`src/rtl/i2s_serializer.sv`:
```
// I2S transmitter: divides i_clk into BCK, frames left/right 18-bit samples MSB-first
// with one-BCK delay, and strobes o_latch before each frame. Optional mute: I2S_MUTE_EN.
module i2s_serializer #(
  parameter int CLK_DIV   = 2,
  parameter int SLOT_BITS = 32,
  parameter int DATA_BITS = 18
) (
  input  logic                 i_clk,
  input  logic                 i_rst,
  input  logic [DATA_BITS-1:0] i_left,
  input  logic [DATA_BITS-1:0] i_right,
`ifdef I2S_MUTE_EN
  input  logic                 i_mute,
`endif
  output logic                 o_latch,
  output logic                 o_bck,
  output logic                 o_lrck,
  output logic                 o_sdata
);

  localparam int DW = (CLK_DIV > 1) ? $clog2(CLK_DIV) : 1;
  localparam int BW = $clog2(2 * SLOT_BITS);
  localparam int PW = $clog2(SLOT_BITS);

  logic [DW-1:0]        div;
  logic [BW-1:0]        bit_cnt;
  logic [BW-1:0]        bit_nxt;
  logic [PW-1:0]        pos;
  logic                 wrap;
  logic                 tick_fall;
  logic                 sdata_nxt;
  logic [DATA_BITS-1:0] sh_l;
  logic [DATA_BITS-1:0] sh_r;
  logic [DATA_BITS-1:0] sh_sel;
  logic [DATA_BITS-1:0] load_l;
  logic [DATA_BITS-1:0] load_r;

  assign wrap      = (div == DW'(CLK_DIV - 1));
  assign tick_fall = wrap & o_bck;
  // Slot count is a power of two, so the natural wrap of the adder gives mod 2*SLOT_BITS.
  assign bit_nxt   = bit_cnt + BW'(1);
  assign pos       = bit_nxt[PW-1:0];
  assign sh_sel    = bit_nxt[BW-1] ? sh_r : sh_l;

`ifdef I2S_MUTE_EN
  assign load_l = i_mute ? '0 : i_left;
  assign load_r = i_mute ? '0 : i_right;
`else
  assign load_l = i_left;
  assign load_r = i_right;
`endif

  // Slot position p=1 carries the MSB; p=0 and p>DATA_BITS are zero padding.
  always_comb begin
    sdata_nxt = 1'b0;
    for (int i = 0; i < DATA_BITS; i++) begin
      if (int'(pos) == DATA_BITS - i) sdata_nxt = sh_sel[i];
    end
  end

  always_ff @(posedge i_clk or posedge i_rst) begin
    if (i_rst) begin
      div     <= '0;
      o_bck   <= 1'b0;
      bit_cnt <= BW'(2 * SLOT_BITS - 1);
      o_lrck  <= 1'b1;
      o_sdata <= 1'b0;
      o_latch <= 1'b0;
      sh_l    <= '0;
      sh_r    <= '0;
    end else begin
      if (wrap) begin
        div   <= '0;
        o_bck <= ~o_bck;
      end else begin
        div <= div + DW'(1);
      end
      o_latch <= tick_fall && (bit_nxt == '1);
      if (tick_fall) begin
        bit_cnt <= bit_nxt;
        o_lrck  <= bit_nxt[BW-1];
        o_sdata <= sdata_nxt;
        // Both channels captured together so a frame never mixes sample pairs.
        if (bit_nxt == '0) begin
          sh_l <= load_l;
          sh_r <= load_r;
        end
      end
    end
  end

endmodule

```
`config.mk`:
```
export PLATFORM = sky130hd
export DESIGN_NAME = i2s_serializer
export DESIGN_NICKNAME = d
export VERILOG_FILES = /design/src/rtl/i2s_serializer.sv
export SDC_FILE = /design/constraint.sdc
export NUM_CORES = 1
export LEC_CHECK = 0
export ABC_AREA = 1
export CORE_MARGIN = 3
export CORE_UTILIZATION = 57
export DETAILED_ROUTE_END_ITERATION = 10
export PLACE_DENSITY = 0.95
export SLEW_MARGIN = 20
export SYNTH_ARGS = -nofsm -noshare
export SYNTH_HDL_FRONTEND = slang
export SYNTH_SLANG_ARGS = --single-unit
```
`constraint.sdc`:
```
create_clock -name i_clk -period 7 [get_ports i_clk]
set_clock_uncertainty 0.15 [all_clocks]
set_input_delay 1.75 -clock i_clk [delete_from_list [all_inputs] [get_ports i_clk]]
set_output_delay 1.75 -clock i_clk [all_outputs]
set_load 0.02 [all_outputs]
```
==> impl_results.md <==
- Static leakage: around 1.4 nW
- Hold Buf Count CTS: 0
- Syn_nets: about 320
- Crit Path Category: flip-flop to output pin
- Hold Crit Depth: 1
- Worst r2r path cells: 8
- Area Growth Syn to Fin: 22.53%
- CTS tree: built
- Die W: about 72 um
- Top cells by area, synth: dfrtp_1 (41%), mux2_2 (14%), nand2_1 (9.3%)
- Largest net degree at the start of global routing: 47
- Critical path arrival: 1.48 ns
- First-pass GRT wire length: 9239 um
- CORE AREA: 4086 um^2
- Power per Cell Area: 171.6 nW/um^2
- # diodes: 0
- Final ANT Viol Nets: 0
- FF/Latch Area: 1159 um^2
- Final min period: around 3.4 ns
- M1 WL: approximately 2200 um
- Largest family of logic cells by synthesized area: simple AND/OR/NAND/NOR gates
- Post-synthesis compound-gate area fraction: 0.06987
- CTS Buffer Depth: 2
- Multi-input combinational cell area: 1130 um^2
- Worst stage delay on the critical path: 0.61 ns
- Share of cells above drive strength 1: 0.1925
- Clock Tree Root: clkbuf_8
- Delay-heaviest family, CP: buffers and inverters
- # fillers: around 300
- Most used DFF post-synth: dfrtp_1
- Worst hold path class: flip-flop to flip-flop
- Netlist cell types: 30
- Avg WL per Cell: 14.31 um
- Total die area: 5161 um^2
- Total grt overflow: 0
- Req. time, crit path: 5.10 ns
- Met2 wire len: ~2700 um
- Buffers on Ports: 41
- Worst Path Max Fanout: 4
- Adder-cell area share of the yosys netlist: 0.02532
- Clock slew at reported path FFs: about 0.08 ns
- Share of the synthesized area in the top cell type: 0.4051
- Total chip power: 0.0005197 W
- Pins Over Slew Limit: 0
- RSZ-0062 raised after global routing: false
- Worst IR Drop VDD: 0.0001503 V
- Post-Synth XOR/XNOR Area: 0.003544
- WP buf/inv: 1
- Post-CTS setup repair buffer count: 0
- CTS Buf Count: 5
- Max-Cap Viols: 0
- Slew @ Worst Pin: 0.9073 ns
- Most common cell in the netlist: nand2_1
- Fin crit share: 0.4829
- Final layout net count: between 300 and 400
- Row Count: 23
- H-tree depth: 2
- DPL Wire Length: 4084 um
- Gr usage total: 0.2304
- Antenna violations before repair: 0
- CP Cell Sequence: clkdlybuf4s50_1
- Avg Inst Size Synth: a little under 9 um^2
- Vias per cell: 5.390
- Slew HR: 0.3933
- Final Hold Fails: 0
- Crit. End Element: output pin
- Worst skew pair latency: 0.30 ns
- DRC Markers: 0
- First drt pass iteration count: 4
- Metal3 WL: ~280 um
- Vias in the first global route: about 2,100
- Cell taking the most area after synthesis: dfrtp_1
- Ys Warns: 0
- Post-synth top cells: nand2_1 (61), dfrtp_1 (40), inv_1 (37), mux2_2 (30), nor2_1 (27)
- Initial DRC count: 98
- Sequential area share after synthesis: 0.4689
- Initial core utilization: 0.6047
- Max layer used: met4
- Via Count: 2,005
- Post-synthesis cell area: approximately 2500 um^2
- WP depth: 1
- Max Fclk: 0.2958 GHz
- Gpl congestion: 0.9396
- Element type at the critical path start: flip-flop
- Number of enable flip-flop cells after synthesis: 0
- Setup-failing EPs final: 0
- I/O pins: 42
- WL final: about 5300 um
- Critical path's slowest cell: clkdlybuf4s50_1
- Mux contribution to synthesized area: 0.1367
- Outcome: finished clean
- Resized cells post-CTS: 0
- Post-Synth Simple-Gate Area: 0.2218
- Post-Synthesis Cells: 278
- Die height: between 70 and 80 um
- Setup TNS: 0 ns
- Number of synthesized register bits: 46
- Clk sinks: 46
- Async SR Flop Fraction: 1.000
[cell usage in the layout (no fill, tap or decap)]
cell type / count
o21ai_0: 12
o211a_1: 1
clkdlybuf4s50_1: 41
nand3_2: 2
clkbuf_8: 5
a21oi_1: 10
nor2_4: 2
o21ai_2: 1
a21oi_2: 1
buf_4: 2
nor4_1: 1
nor2_2: 2
mux2_2: 30
bufinv_16: 1
nor2_1: 27
nand2_1: 61
a41oi_1: 1
dfstp_2: 6
o21bai_2: 1
o31ai_1: 1
inv_1: 36
dfrtp_1: 40
clkinv_1: 1
nand4_1: 2
nor3_1: 3
ha_1: 5
inv_2: 1
nand3_1: 16
nand3_4: 1
clkinv_2: 2
xor2_1: 1
nand2_2: 5
o21bai_1: 1
[state kept, by name, indices dropped and copies added (netlist names)]
| name | count |
|---|---|
| o_lrck | 1 |
| o_sdata | 1 |
| o_bck | 1 |
| bit_cnt | 5 |
| div | 1 |
| sh_l | 18 |
| o_latch | 1 |
| sh_r | 18 |
[per-layer routing]
metal  track usage  up-vias
li1              -      979
met1        0.2693      936
met2        0.4000       71
met3       0.05610       19
met4        0.1023        0
met5             0        -
[area by class of cell]
type | instances | share of cell area
Clock inverter | 3 | 0.01322
Tap cell | 50 | 0.02066
Multi-Input combinational cell | 187 | 0.3731
Clock buffer | 5 | 0.02273
Sequential cell | 46 | 0.3826
Timing Repair Buffer | 43 | 0.1405
Inverter | 38 | 0.04711
[worst paths after layout]
kind / end / slack, ns / start
worst max-delay path: o_lrck / 3.62 / o_lrck$_DFFE_PP1P_
worst min-delay path: div$_DFF_PP0_ / 0.30 / div$_DFF_PP0_
worst max register to register: sh_l[14]$_DFFE_PP0P_ / 3.64 / bit_cnt[1]$_DFFE_PP1P_
worst min register to register: div$_DFF_PP0_ / 0.30 / div$_DFF_PP0_
max in group asynchronous: bit_cnt[4]$_DFFE_PP1P_ / 4.56 / i_rst
min in group asynchronous: sh_l[15]$_DFFE_PP0P_ / 1.75 / i_rst
[report_power, final]
| part | leakage, nW | internal, W | switching [W] |
|---|---|---|---|
| registers | 0.531 | 0.000277 | 0.00000577 |
| clock network | 0.0579 | 0.000105 | 0.0000888 |
| logic | 0.842 | 0.0000281 | 0.0000154 |
[stage by stage]
step	cells	utilization	hold WS (ns)	setup slack [ns]	area [um^2]
6_report	372	0.7410	0.3042	3.620	3028
4_1_cts	372	0.7410	0.3054	3.609	3028
5_1_grt	372	0.7410	0.3204	3.490	3028
3_5_place_dp	364	0.7143	0.2866	3.716	2919
2_1_floorplan	278	-	0.2668	4.022	2471
3_3_place_gp	364	0.7143	0.2806	3.859	2919
[cells by family after synthesis]
group,count (synthesis)
XOR/XNOR,1
buffers and inverters,45
multiplexers,30
AND/OR/NAND/NOR,122
AO/OA/AOI/OAI,29
adder cells (fa/ha/maj),5
flip-flops,46
Power figures use the tool's default switching activity.
